`config.mk`:
```
export PLATFORM = sky130hd
export DESIGN_NAME = branch_predictor_flat
export DESIGN_NICKNAME = d
export VERILOG_FILES = /design/src/rtl/branch_predictor_pkg.sv /design/src/rtl/branch_predictor_if.sv /design/src/rtl/branch_predictor_bpred_next.sv /design/src/rtl/branch_predictor.sv /design/src/flat_wrapper.sv
export SDC_FILE = /design/constraint.sdc
export NUM_CORES = 1
export LEC_CHECK = 0
export CORE_MARGIN = 2
export CORE_UTILIZATION = 54
export CTS_CLUSTER_SIZE = 8
export DETAILED_ROUTE_END_ITERATION = 10
export PLACE_DENSITY = 0.81
export SETUP_SLACK_MARGIN = 0.02
export SLEW_MARGIN = 20
export SYNTH_ARGS = -nofsm -noshare
export SYNTH_HDL_FRONTEND = slang
export SYNTH_SLANG_ARGS = --single-unit
```
`constraint.sdc`:
```
create_clock -name CLK -period 4.7 [get_ports CLK]
set_input_delay 0.705 -clock CLK [delete_from_list [all_inputs] [get_ports CLK]]
set_output_delay 0.705 -clock CLK [all_outputs]
set_load 0.03 [all_outputs]
```
`src/rtl/branch_predictor_pkg.sv`:
```
// rtl/branch_predictor_pkg.sv - shared datapath types for the fetch-stage predictor
// Direction state encoding keeps the predicted direction in bit 1.
package branch_predictor_pkg;

  localparam int IDX_BITS = 3;
  localparam int TAG_BITS = 30 - IDX_BITS;

  typedef logic [31:0] word_t;

  typedef enum logic [1:0] {
    NH = 2'b00,
    NS = 2'b01,
    TS = 2'b10,
    TH = 2'b11
  } bpred_t;

  typedef struct packed {
    logic                valid;
    logic [TAG_BITS-1:0] tag;
    word_t               target;
    bpred_t              state;
  } btb_entry_t;

endpackage

```
`src/rtl/branch_predictor_if.sv`:
```
// rtl/branch_predictor_if.sv - fetch lookup, EX/MEM training and statistics bundle
// master drives the fetch PC and resolved-branch updates; slave is the predictor.
interface branch_predictor_if;

  branch_predictor_pkg::word_t pc;
  logic                        pred_hit;
  logic                        pred_taken;
  branch_predictor_pkg::word_t pred_npc;
  logic                        upd_en;
  branch_predictor_pkg::word_t upd_pc;
  logic                        upd_taken;
  branch_predictor_pkg::word_t upd_target;
  logic                        upd_mispred;
  branch_predictor_pkg::word_t mispred_cnt;
  branch_predictor_pkg::word_t branch_cnt;

  modport master (
    output pc, upd_en, upd_pc, upd_taken, upd_target, upd_mispred,
    input  pred_hit, pred_taken, pred_npc, mispred_cnt, branch_cnt
  );

  modport slave (
    input  pc, upd_en, upd_pc, upd_taken, upd_target, upd_mispred,
    output pred_hit, pred_taken, pred_npc, mispred_cnt, branch_cnt
  );

endinterface

```
`src/rtl/branch_predictor_bpred_next.sv`:
```
// rtl/branch_predictor_bpred_next.sv - 2-bit saturating direction state transition
module bpred_next
  import branch_predictor_pkg::*;
(
  input  bpred_t state_i,
  input  logic   taken_i,
  output bpred_t state_o
);

  always_comb begin
    state_o = state_i;
    case (state_i)
      NH:      state_o = taken_i ? NS : NH;
      NS:      state_o = taken_i ? TS : NH;
      TS:      state_o = taken_i ? TH : NS;
      TH:      state_o = taken_i ? TH : TS;
      default: state_o = state_i;
    endcase
  end

endmodule

```
`src/rtl/branch_predictor.sv`:
```
// rtl/branch_predictor.sv - direct-mapped BTB with 2-bit direction state
// Lookup is purely combinational; training writes land on the next rising edge.
module branch_predictor
  import branch_predictor_pkg::*;
#(
  parameter int IDX_BITS = branch_predictor_pkg::IDX_BITS
) (
  input logic                      CLK,
  input logic                      nRST,
  branch_predictor_if.slave        bus
);

  localparam int TAG_BITS = 30 - IDX_BITS;
  localparam int ENTRIES  = 1 << IDX_BITS;

  typedef struct packed {
    logic                valid;
    logic [TAG_BITS-1:0] tag;
    word_t               target;
    bpred_t              state;
  } entry_t;

  entry_t              btb_q [ENTRIES];
  entry_t              rd_entry;
  entry_t              wr_entry;
  entry_t              upd_entry_d;
  logic [IDX_BITS-1:0] rd_idx;
  logic [IDX_BITS-1:0] wr_idx;
  logic [TAG_BITS-1:0] rd_tag;
  logic [TAG_BITS-1:0] wr_tag;
  logic                upd_hit;
  logic                upd_write;
  bpred_t              state_next;
  word_t               branch_cnt_q, branch_cnt_d;
  word_t               mispred_cnt_q, mispred_cnt_d;
  logic                unused_upd_lo;

  assign unused_upd_lo = ^bus.upd_pc[1:0];

  assign rd_idx   = bus.pc[IDX_BITS+1:2];
  assign rd_tag   = bus.pc[31:IDX_BITS+2];
  assign rd_entry = btb_q[rd_idx];

  assign bus.pred_hit   = rd_entry.valid && (rd_entry.tag == rd_tag);
  assign bus.pred_taken = bus.pred_hit && rd_entry.state[1];
  assign bus.pred_npc   = bus.pred_taken ? rd_entry.target : bus.pc + 32'd4;

  assign wr_idx   = bus.upd_pc[IDX_BITS+1:2];
  assign wr_tag   = bus.upd_pc[31:IDX_BITS+2];
  assign wr_entry = btb_q[wr_idx];
  assign upd_hit  = wr_entry.valid && (wr_entry.tag == wr_tag);

  bpred_next u_bpred_next (
    .state_i (wr_entry.state),
    .taken_i (bus.upd_taken),
    .state_o (state_next)
  );

  // A not-taken branch that misses never allocates, so cold code stays out of the BTB.
  always_comb begin
    upd_entry_d = wr_entry;
    upd_write   = 1'b0;
    if (bus.upd_en) begin
      if (upd_hit) begin
        upd_write         = 1'b1;
        upd_entry_d.state = state_next;
        if (bus.upd_taken) begin
          upd_entry_d.target = bus.upd_target;
        end
      end else if (bus.upd_taken) begin
        upd_write          = 1'b1;
        upd_entry_d.valid  = 1'b1;
        upd_entry_d.tag    = wr_tag;
        upd_entry_d.target = bus.upd_target;
        upd_entry_d.state  = TS;
      end
    end
  end

  assign branch_cnt_d  = branch_cnt_q + {31'd0, bus.upd_en};
  assign mispred_cnt_d = mispred_cnt_q + {31'd0, bus.upd_en && bus.upd_mispred};

  always_ff @(posedge CLK or negedge nRST) begin
    if (!nRST) begin
      for (int i = 0; i < ENTRIES; i++) begin
        btb_q[i].valid  <= 1'b0;
        btb_q[i].tag    <= '0;
        btb_q[i].target <= '0;
        btb_q[i].state  <= NS;
      end
      branch_cnt_q  <= '0;
      mispred_cnt_q <= '0;
    end else begin
      if (upd_write) begin
        btb_q[wr_idx] <= upd_entry_d;
      end
      branch_cnt_q  <= branch_cnt_d;
      mispred_cnt_q <= mispred_cnt_d;
    end
  end

  assign bus.branch_cnt  = branch_cnt_q;
  assign bus.mispred_cnt = mispred_cnt_q;

endmodule

```
`src/flat_wrapper.sv`:
```
// flat-port wrapper written by rule: the top's interface ports become plain ports
module branch_predictor_flat import branch_predictor_pkg::*;
#(
  parameter int IDX_BITS = branch_predictor_pkg::IDX_BITS
)
  (CLK, nRST, bus_pc, bus_upd_en, bus_upd_pc, bus_upd_taken, bus_upd_target, bus_upd_mispred, bus_pred_hit, bus_pred_taken, bus_pred_npc, bus_mispred_cnt, bus_branch_cnt);
  branch_predictor_if bus_i ();
  input logic CLK;
  input logic nRST;
  input wire logic [$bits(bus_i.pc)-1:0] bus_pc;
  input wire logic [$bits(bus_i.upd_en)-1:0] bus_upd_en;
  input wire logic [$bits(bus_i.upd_pc)-1:0] bus_upd_pc;
  input wire logic [$bits(bus_i.upd_taken)-1:0] bus_upd_taken;
  input wire logic [$bits(bus_i.upd_target)-1:0] bus_upd_target;
  input wire logic [$bits(bus_i.upd_mispred)-1:0] bus_upd_mispred;
  output wire logic [$bits(bus_i.pred_hit)-1:0] bus_pred_hit;
  output wire logic [$bits(bus_i.pred_taken)-1:0] bus_pred_taken;
  output wire logic [$bits(bus_i.pred_npc)-1:0] bus_pred_npc;
  output wire logic [$bits(bus_i.mispred_cnt)-1:0] bus_mispred_cnt;
  output wire logic [$bits(bus_i.branch_cnt)-1:0] bus_branch_cnt;
  assign bus_i.pc = bus_pc;
  assign bus_i.upd_en = bus_upd_en;
  assign bus_i.upd_pc = bus_upd_pc;
  assign bus_i.upd_taken = bus_upd_taken;
  assign bus_i.upd_target = bus_upd_target;
  assign bus_i.upd_mispred = bus_upd_mispred;
  assign bus_pred_hit = bus_i.pred_hit;
  assign bus_pred_taken = bus_i.pred_taken;
  assign bus_pred_npc = bus_i.pred_npc;
  assign bus_mispred_cnt = bus_i.mispred_cnt;
  assign bus_branch_cnt = bus_i.branch_cnt;
  branch_predictor #(.IDX_BITS(IDX_BITS)) u_core (.CLK(CLK), .nRST(nRST), .bus(bus_i));
endmodule
```
After elaboration in Yosys (flattened, before gate mapping) --
Cells that the tools add are included.
Word-level totals: register bits 560, input bits 101, output and inout port bits 98, word-level logic and storage cells 76
Operators by class: add/sub/neg operators 3, $lt $le $gt $ge 3, equal/unequal tests 5, mux-type cells 23, bitwise operators 2, reductions and logical operators 6
Operators with widths (number):
- $bwmux W496 | 1
- $mux W62 | 7
- $bmux W62 S3 | 2
- $demux W62 S3 | 1
- $add A32 B1 Y32 | 2
- $mux W32 | 2
- $eq A27 B27 Y1 | 2
- $mux W34 | 1
- $add A32 B3 Y32 const B | 1
- $mux W28 | 1
- $ge A4 B4 Y1 const B | 2
- $not A3 Y4 | 2
- $pmux W2 S4 | 1
- $logic_and A1 B1 Y1 | 5
- $mux W1 | 5
- $eq A2 B2 Y1 const B | 2
- $lt A4 B1 Y1 const B | 1
- $mux W2 | 2
- $eq A2 B1 Y1 const B | 1
- $logic_not A2 Y1 | 1

Depth between registers and ports, before layout --
depth in word-level cells 9, mapped depth 16, mapped depth without buffers 12

By module --
A second synthesis with hierarchy kept.
Second synthesis, totals: cells, all modules 2589, area total of the unflattened synthesis 31846.8 µm²
Modules (own cells, without submodules):
- branch_predictor | times used 1, cells each 2586, area each 31820.5 µm²
- bpred_next | times used 1, cells each 3, area each 26.3 µm²

Worst setup path before layout --
OpenSTA, ideal clock, no wires.
kind in2out, start input port bus_pc[2], end output port bus_pred_npc[6], arrival 4.771 ns, data required time 3.995 ns, slack -0.776 ns, cell stages on the path 13, buffers on the path 4, cell sequence clkbuf_1 -> buf_1 -> clkbuf_1 -> mux2i_1 -> a22oi_1 -> nand2_1 -> xnor2_1 -> nor4_1 -> nand3_1 -> nor3_1 -> clkbuf_1 -> inv_1 -> a221oi_1
On the way: cells in the longest elaborated chain, start to end 8, elaborated cells between the ends (all ways) 9, those cells by class 1 x add/sub; 1 x eq/ne; 4 x mux; 1 x bitwise; 2 x reduce/logical
RTL lines:
- start: declaration | RTL line flat_wrapper.sv:10 | input wire logic [$bits(bus_i.pc)-1:0] bus_pc;
- $not A3 Y4 (not written as such) | RTL line branch_predictor.sv:42 | assign rd_entry = btb_q[rd_idx];
- $bmux W62 S3 | RTL line branch_predictor.sv:42
- $mux W62 (not written as such) (2 in a row) | RTL line branch_predictor.sv:42
- $eq A27 B27 Y1 | RTL line branch_predictor.sv:44 | assign bus.pred_hit = rd_entry.valid && (rd_entry.tag == rd_tag);
- $logic_and A1 B1 Y1 | RTL line branch_predictor.sv:44
- $logic_and A1 B1 Y1 | RTL line branch_predictor.sv:45 | assign bus.pred_taken = bus.pred_hit && rd_entry.state[1];
- $mux W32 (*) | RTL line branch_predictor.sv:46 | assign bus.pred_npc = bus.pred_taken ? rd_entry.target : bus.pc + 32'd4;
- end: declaration | RTL line flat_wrapper.sv:18 | output wire logic [$bits(bus_i.pred_npc)-1:0] bus_pred_npc;
Every way passes the cells marked *; elsewhere a longest branch is shown, timed or not. The select of a mux whose other input is x is not followed.

Worst setup path after layout --
start input port bus_pc[4], end output port bus_pred_npc[19]
Same word-level chain as after synthesis.

==> qor.tcl <==
set qor(clock_sink_total) 560
set qor(rows) 87
set qor(netlist_area_mm2) 0.0308
set qor(crit_path_end_kind) {output pin}
set qor(synth_top_area_share_pct) 44.9
set qor(inserted_diodes) 0
set qor(global_route_wire_length_before_repair_mm) 168
set qor(dieArea_mm2) 0.0589
set qor(dp.final_hpwl_mm) 70.2
set qor(worst-slew-pin-transition_ns) 1.33
set qor(grt_max_degree) 123
set qor(worst_setup_hold_path_clk_slew_ns) 0.05
set qor(final_hold_viol_count) 0
set qor(antenna_found_initial) 2
set qor(route.vias.total) 27694
set qor(num-fill-cells) 4121
set qor(power_density_mw_per_mm2) 435
set qor(p_clk_share_pct) 32.8
set qor(power.share.combinational_pct) 24.7
set qor(slew_headroom_pct) 11.2
set qor(power.static_leakage_nw) 16.4
set qor(post-route-period-util_pct) 97.9
set qor(post_synth_inst_count) 2966
set qor(buffer_ports.inserted) 196
set qor(first_global_vias) 28480
set qor(dr.first_iter.drc_count) 3834
set qor(top_level_ports) 199
set qor(synth-edff-count) 0
set qor(clockBufferDepth) 3
set qor(hold_path.class) {in -> async}
set qor(hold_fix_buffers_cts) 0
set qor(synth_sequential_area_ratio_pct) 45.6
set qor(number_of_warnings_printed_during_yosys_synthesis) 0
set qor(final-max-slew-violation-count) 0
set qor(floorplan.die.height_um) 243
set qor(irDropWorstVdd_mv) 0.315
set qor(async_reset_ff_share_pct) 100
set qor(final_layout_size_suffix_gt1_share_pct) 18.7
set qor(timing.max_cap.violations) 0
set qor(final_wtd_congestion) 0.942
set qor(synth.net_count) 3072
set qor(drt_first_pass_iters) 8
set qor(gr-total-overflow) 0
set qor(nets) 3302
set qor(path_max_fanout) 13
set qor(detail_route.drc_violations) 0
set qor(fin_crit_ns) 4.60
set qor(gr-usage-all-layers_pct) 37.3
set qor(routedWlPerCell_um) 27.8
set qor(die_width_um) 243
set qor(pwr-share-seq_pct) 42.5
set qor(synth_largest_area_cell) {sky130_fd_sc_hd__dfrtp_1}
set qor(cellInternalPower_mw) 11.0
set qor(synthesis.area_per_instance_um2) 10.4
set qor(hold_slack_ns) 0.121
set qor(clock_tree_from_tritoncts) {done}
set qor(run_status) {complete, no violations}
set qor(clk_root_buffer_cell) {sky130_fd_sc_hd__clkbuf_16}
set qor(critPathLaunchType) {input port}
set qor(tns_ns) 0
set qor(rsz0062_at_grt) {false}
set qor(h-tree-depth) 3
set qor(layout.cell_area.non_filler_mm2) 0.0371
set qor(vias_per_cell) 6.95
set qor(switchingPower_mw) 5.18
set qor(synth.ff_latch_count) 560
set qor(setup_viol_count_final) 0
set qor(critPathRequiredTime_ns) 3.99
set qor(synth.top_cells.by_area) {sky130_fd_sc_hd__dfrtp_1, sky130_fd_sc_hd__mux4_2, sky130_fd_sc_hd__nand2_1}
set qor(dpl_cell_area_mm2) 0.0349
set qor(worst-endpoint-arrival_ns) 3.90
set qor(crit_type) {in -> out}
set qor(core_region_area_mm2) 0.0564
set qor(power_switching_share_pct) 32.1
set qor(max_freq_mhz) 217
set qor(worstSkewPairLatency_ns) 0.65
set qor(initial_core_util_pct) 54.6
set qor(numCtsBuffers) 80
set qor(area_growth_synth_to_finish_pct) 20.7
set qor(skew_ns) 0.0331
set qor(postSynth.topFlopCell) {sky130_fd_sc_hd__dfrtp_1}
set qor(finalWirelength_mm) 111
set qor(postRouteAntennaNets) 0
set qor(yosysUniqueCellTypes) 68
[cells in the mapped netlist, types with 6 or more instances]
| master | n |
|---|---|
| sky130_fd_sc_hd__a22o_1 | 16 |
| sky130_fd_sc_hd__a2bb2oi_2 | 16 |
| sky130_fd_sc_hd__nor2_1 | 134 |
| sky130_fd_sc_hd__a21oi_2 | 9 |
| sky130_fd_sc_hd__nand2_1 | 748 |
| sky130_fd_sc_hd__inv_1 | 18 |
| sky130_fd_sc_hd__mux4_2 | 128 |
| sky130_fd_sc_hd__a22oi_1 | 58 |
| sky130_fd_sc_hd__nand2b_1 | 11 |
| sky130_fd_sc_hd__and4_1 | 7 |
| sky130_fd_sc_hd__nor3_1 | 15 |
| sky130_fd_sc_hd__xor2_1 | 31 |
| sky130_fd_sc_hd__a221oi_1 | 39 |
| sky130_fd_sc_hd__o22ai_1 | 15 |
| sky130_fd_sc_hd__mux2i_1 | 177 |
| sky130_fd_sc_hd__nand3_1 | 43 |
| sky130_fd_sc_hd__a221o_1 | 17 |
| sky130_fd_sc_hd__nor4_1 | 9 |
| sky130_fd_sc_hd__mux2_1 | 10 |
| sky130_fd_sc_hd__o22a_1 | 140 |
| sky130_fd_sc_hd__dfstp_2 | 8 |
| sky130_fd_sc_hd__o21ai_1 | 63 |
| sky130_fd_sc_hd__o21a_1 | 18 |
| sky130_fd_sc_hd__a2bb2oi_1 | 12 |
| sky130_fd_sc_hd__nand4_1 | 16 |
| sky130_fd_sc_hd__nor2b_1 | 12 |
| sky130_fd_sc_hd__and3_1 | 20 |
| sky130_fd_sc_hd__dfrtp_1 | 552 |
| sky130_fd_sc_hd__o21ai_0 | 24 |
| sky130_fd_sc_hd__buf_1 | 27 |
| sky130_fd_sc_hd__buf_4 | 6 |
| sky130_fd_sc_hd__mux2_2 | 106 |
| sky130_fd_sc_hd__o221ai_1 | 9 |
| sky130_fd_sc_hd__xnor2_1 | 103 |
| sky130_fd_sc_hd__a21oi_1 | 97 |
| sky130_fd_sc_hd__or4_1 | 6 |
| sky130_fd_sc_hd__clkbuf_1 | 149 |
| sky130_fd_sc_hd__a31oi_1 | 8 |
| sky130_fd_sc_hd__buf_2 | 28 |
[logic make-up after synthesis]
| group | after synthesis | share of synthesized area (%) |
|---|---|---|
| AOI/OAI and AO/OA | 565 | 13.7 |
| buffers and inverters | 234 | 3.16 |
| and+or+nand+nor | 1043 | 14.0 |
| DFF | 560 | 45.6 |
| xor gates and xnor gates | 134 | 3.81 |
| muxes | 423 | 19.5 |
| adders and majority gates | 7 | 0.268 |
[power by group through the flow]
stage / clock network, mW / registers, mW / logic, mW
2_1_floorplan: 0 / 6.66 / 2.56
3_3_place_gp: 0 / 6.73 / 3.67
3_5_place_dp: 0 / 6.85 / 3.85
4_1_cts: 5.30 / 6.80 / 3.91
5_1_grt: 5.52 / 6.95 / 4.26
6_report: 5.29 / 6.87 / 3.99
[cells in the final DEF (no fill, tap or decap), types with 17 or more instances in the layout]
cell	n
sky130_fd_sc_hd__a21oi_1	95
sky130_fd_sc_hd__a221o_1	17
sky130_fd_sc_hd__a221oi_1	37
sky130_fd_sc_hd__a22oi_1	58
sky130_fd_sc_hd__and3_1	20
sky130_fd_sc_hd__buf_12	61
sky130_fd_sc_hd__buf_4	139
sky130_fd_sc_hd__clkbuf_1	28
sky130_fd_sc_hd__clkbuf_16	81
sky130_fd_sc_hd__clkdlybuf4s50_1	154
sky130_fd_sc_hd__dfrtp_1	552
sky130_fd_sc_hd__inv_1	17
sky130_fd_sc_hd__mux2_2	106
sky130_fd_sc_hd__mux2i_1	175
sky130_fd_sc_hd__mux4_2	128
sky130_fd_sc_hd__nand2_1	746
sky130_fd_sc_hd__nand3_1	43
sky130_fd_sc_hd__nor2_1	132
sky130_fd_sc_hd__o21ai_0	24
sky130_fd_sc_hd__o21ai_1	55
sky130_fd_sc_hd__o22a_1	140
sky130_fd_sc_hd__xnor2_1	103
sky130_fd_sc_hd__xor2_1	31
[state kept, by name, summed over array words and instances, names as in the netlist]
register and cells:
u_core.bus.branch_cnt 32, u_core.bus.mispred_cnt 32, u_core.btb_q 496
[per-layer routing]
metal  vias up  GRT usage (%)  part of all wire [%]
met1     13466           46.2                    34
li1      11128              -                     -
met3       630           12.5                    15
met5         -              0                 0.020
met2      2466           55.0                    44
met4         4           26.8                   7.4
[cell type report]
class                           count  area (um2)  share of cell area (%)
Clock buffer                      109        2130                    5.74
Clock inverter                      7        90.1                   0.243
Inverter                           19        71.3                   0.192
Multi-Input combinational cell   2172       16000                    43.0
Sequential cell                   560       14000                    37.8
Tap cell                          756         946                    2.55
Timing Repair Buffer              363        3920                    10.6
[per-stage QoR]
stage          total power, mW  setup WS, ns  instances  util, %
2_1_floorplan             9.22       -0.0182       2966        -
3_3_place_gp              10.4         0.216       3870     61.9
3_5_place_dp              10.7         0.126       3870     61.9
4_1_cts                   16.0         0.103       3986     65.8
5_1_grt                   16.7        0.0222       3986     65.9
6_report                  16.1        0.0990       3986     65.9
[path summary, 6_finish.rpt]
check,startpoint,to,slack (ns),depth (start not counted)
setup / recovery,bus_pc[4],bus_pred_npc[19],0.1,17
hold / removal,nRST,u_core.btb_q[356]$_DFFE_PN0P_,0.12,1
min in group CLK,u_core.btb_q[0]$_DFFE_PN1P_,u_core.btb_q[0]$_DFFE_PN1P_,0.48,2
hold reg to reg,u_core.btb_q[0]$_DFFE_PN1P_,u_core.btb_q[0]$_DFFE_PN1P_,0.48,2
max in group asynchronous,nRST,u_core.btb_q[453]$_DFFE_PN0P_,3.33,2
setup reg to reg,u_core.btb_q[99]$_DFFE_PN0P_,u_core.btb_q[37]$_DFFE_PN0P_,0.98,10
[critical path, stage by stage]
cell	delay, ns
sky130_fd_sc_hd__clkbuf_4	0.21
sky130_fd_sc_hd__and2_1	0.28
sky130_fd_sc_hd__buf_4	0.21
sky130_fd_sc_hd__a22oi_1	0.17
sky130_fd_sc_hd__nand2_1	0.21
sky130_fd_sc_hd__xnor2_1	0.19
sky130_fd_sc_hd__nor4_1	0.34
sky130_fd_sc_hd__buf_4	0.17
sky130_fd_sc_hd__nand4_1	0.10
sky130_fd_sc_hd__buf_4	0.18
sky130_fd_sc_hd__nor3_4	0.23
sky130_fd_sc_hd__buf_12	0.19
sky130_fd_sc_hd__buf_4	0.14
sky130_fd_sc_hd__nor2_1	0.04
sky130_fd_sc_hd__a21oi_1	0.22
sky130_fd_sc_hd__buf_4	0.18
sky130_fd_sc_hd__buf_12	0.11
[timing repair]
action                     in CTS  in global routing
setup endpoints to repair       0                 26
gates resized for setup         0                 11
setup buffers                   0                  0
(Power assumes the default switching activity.)
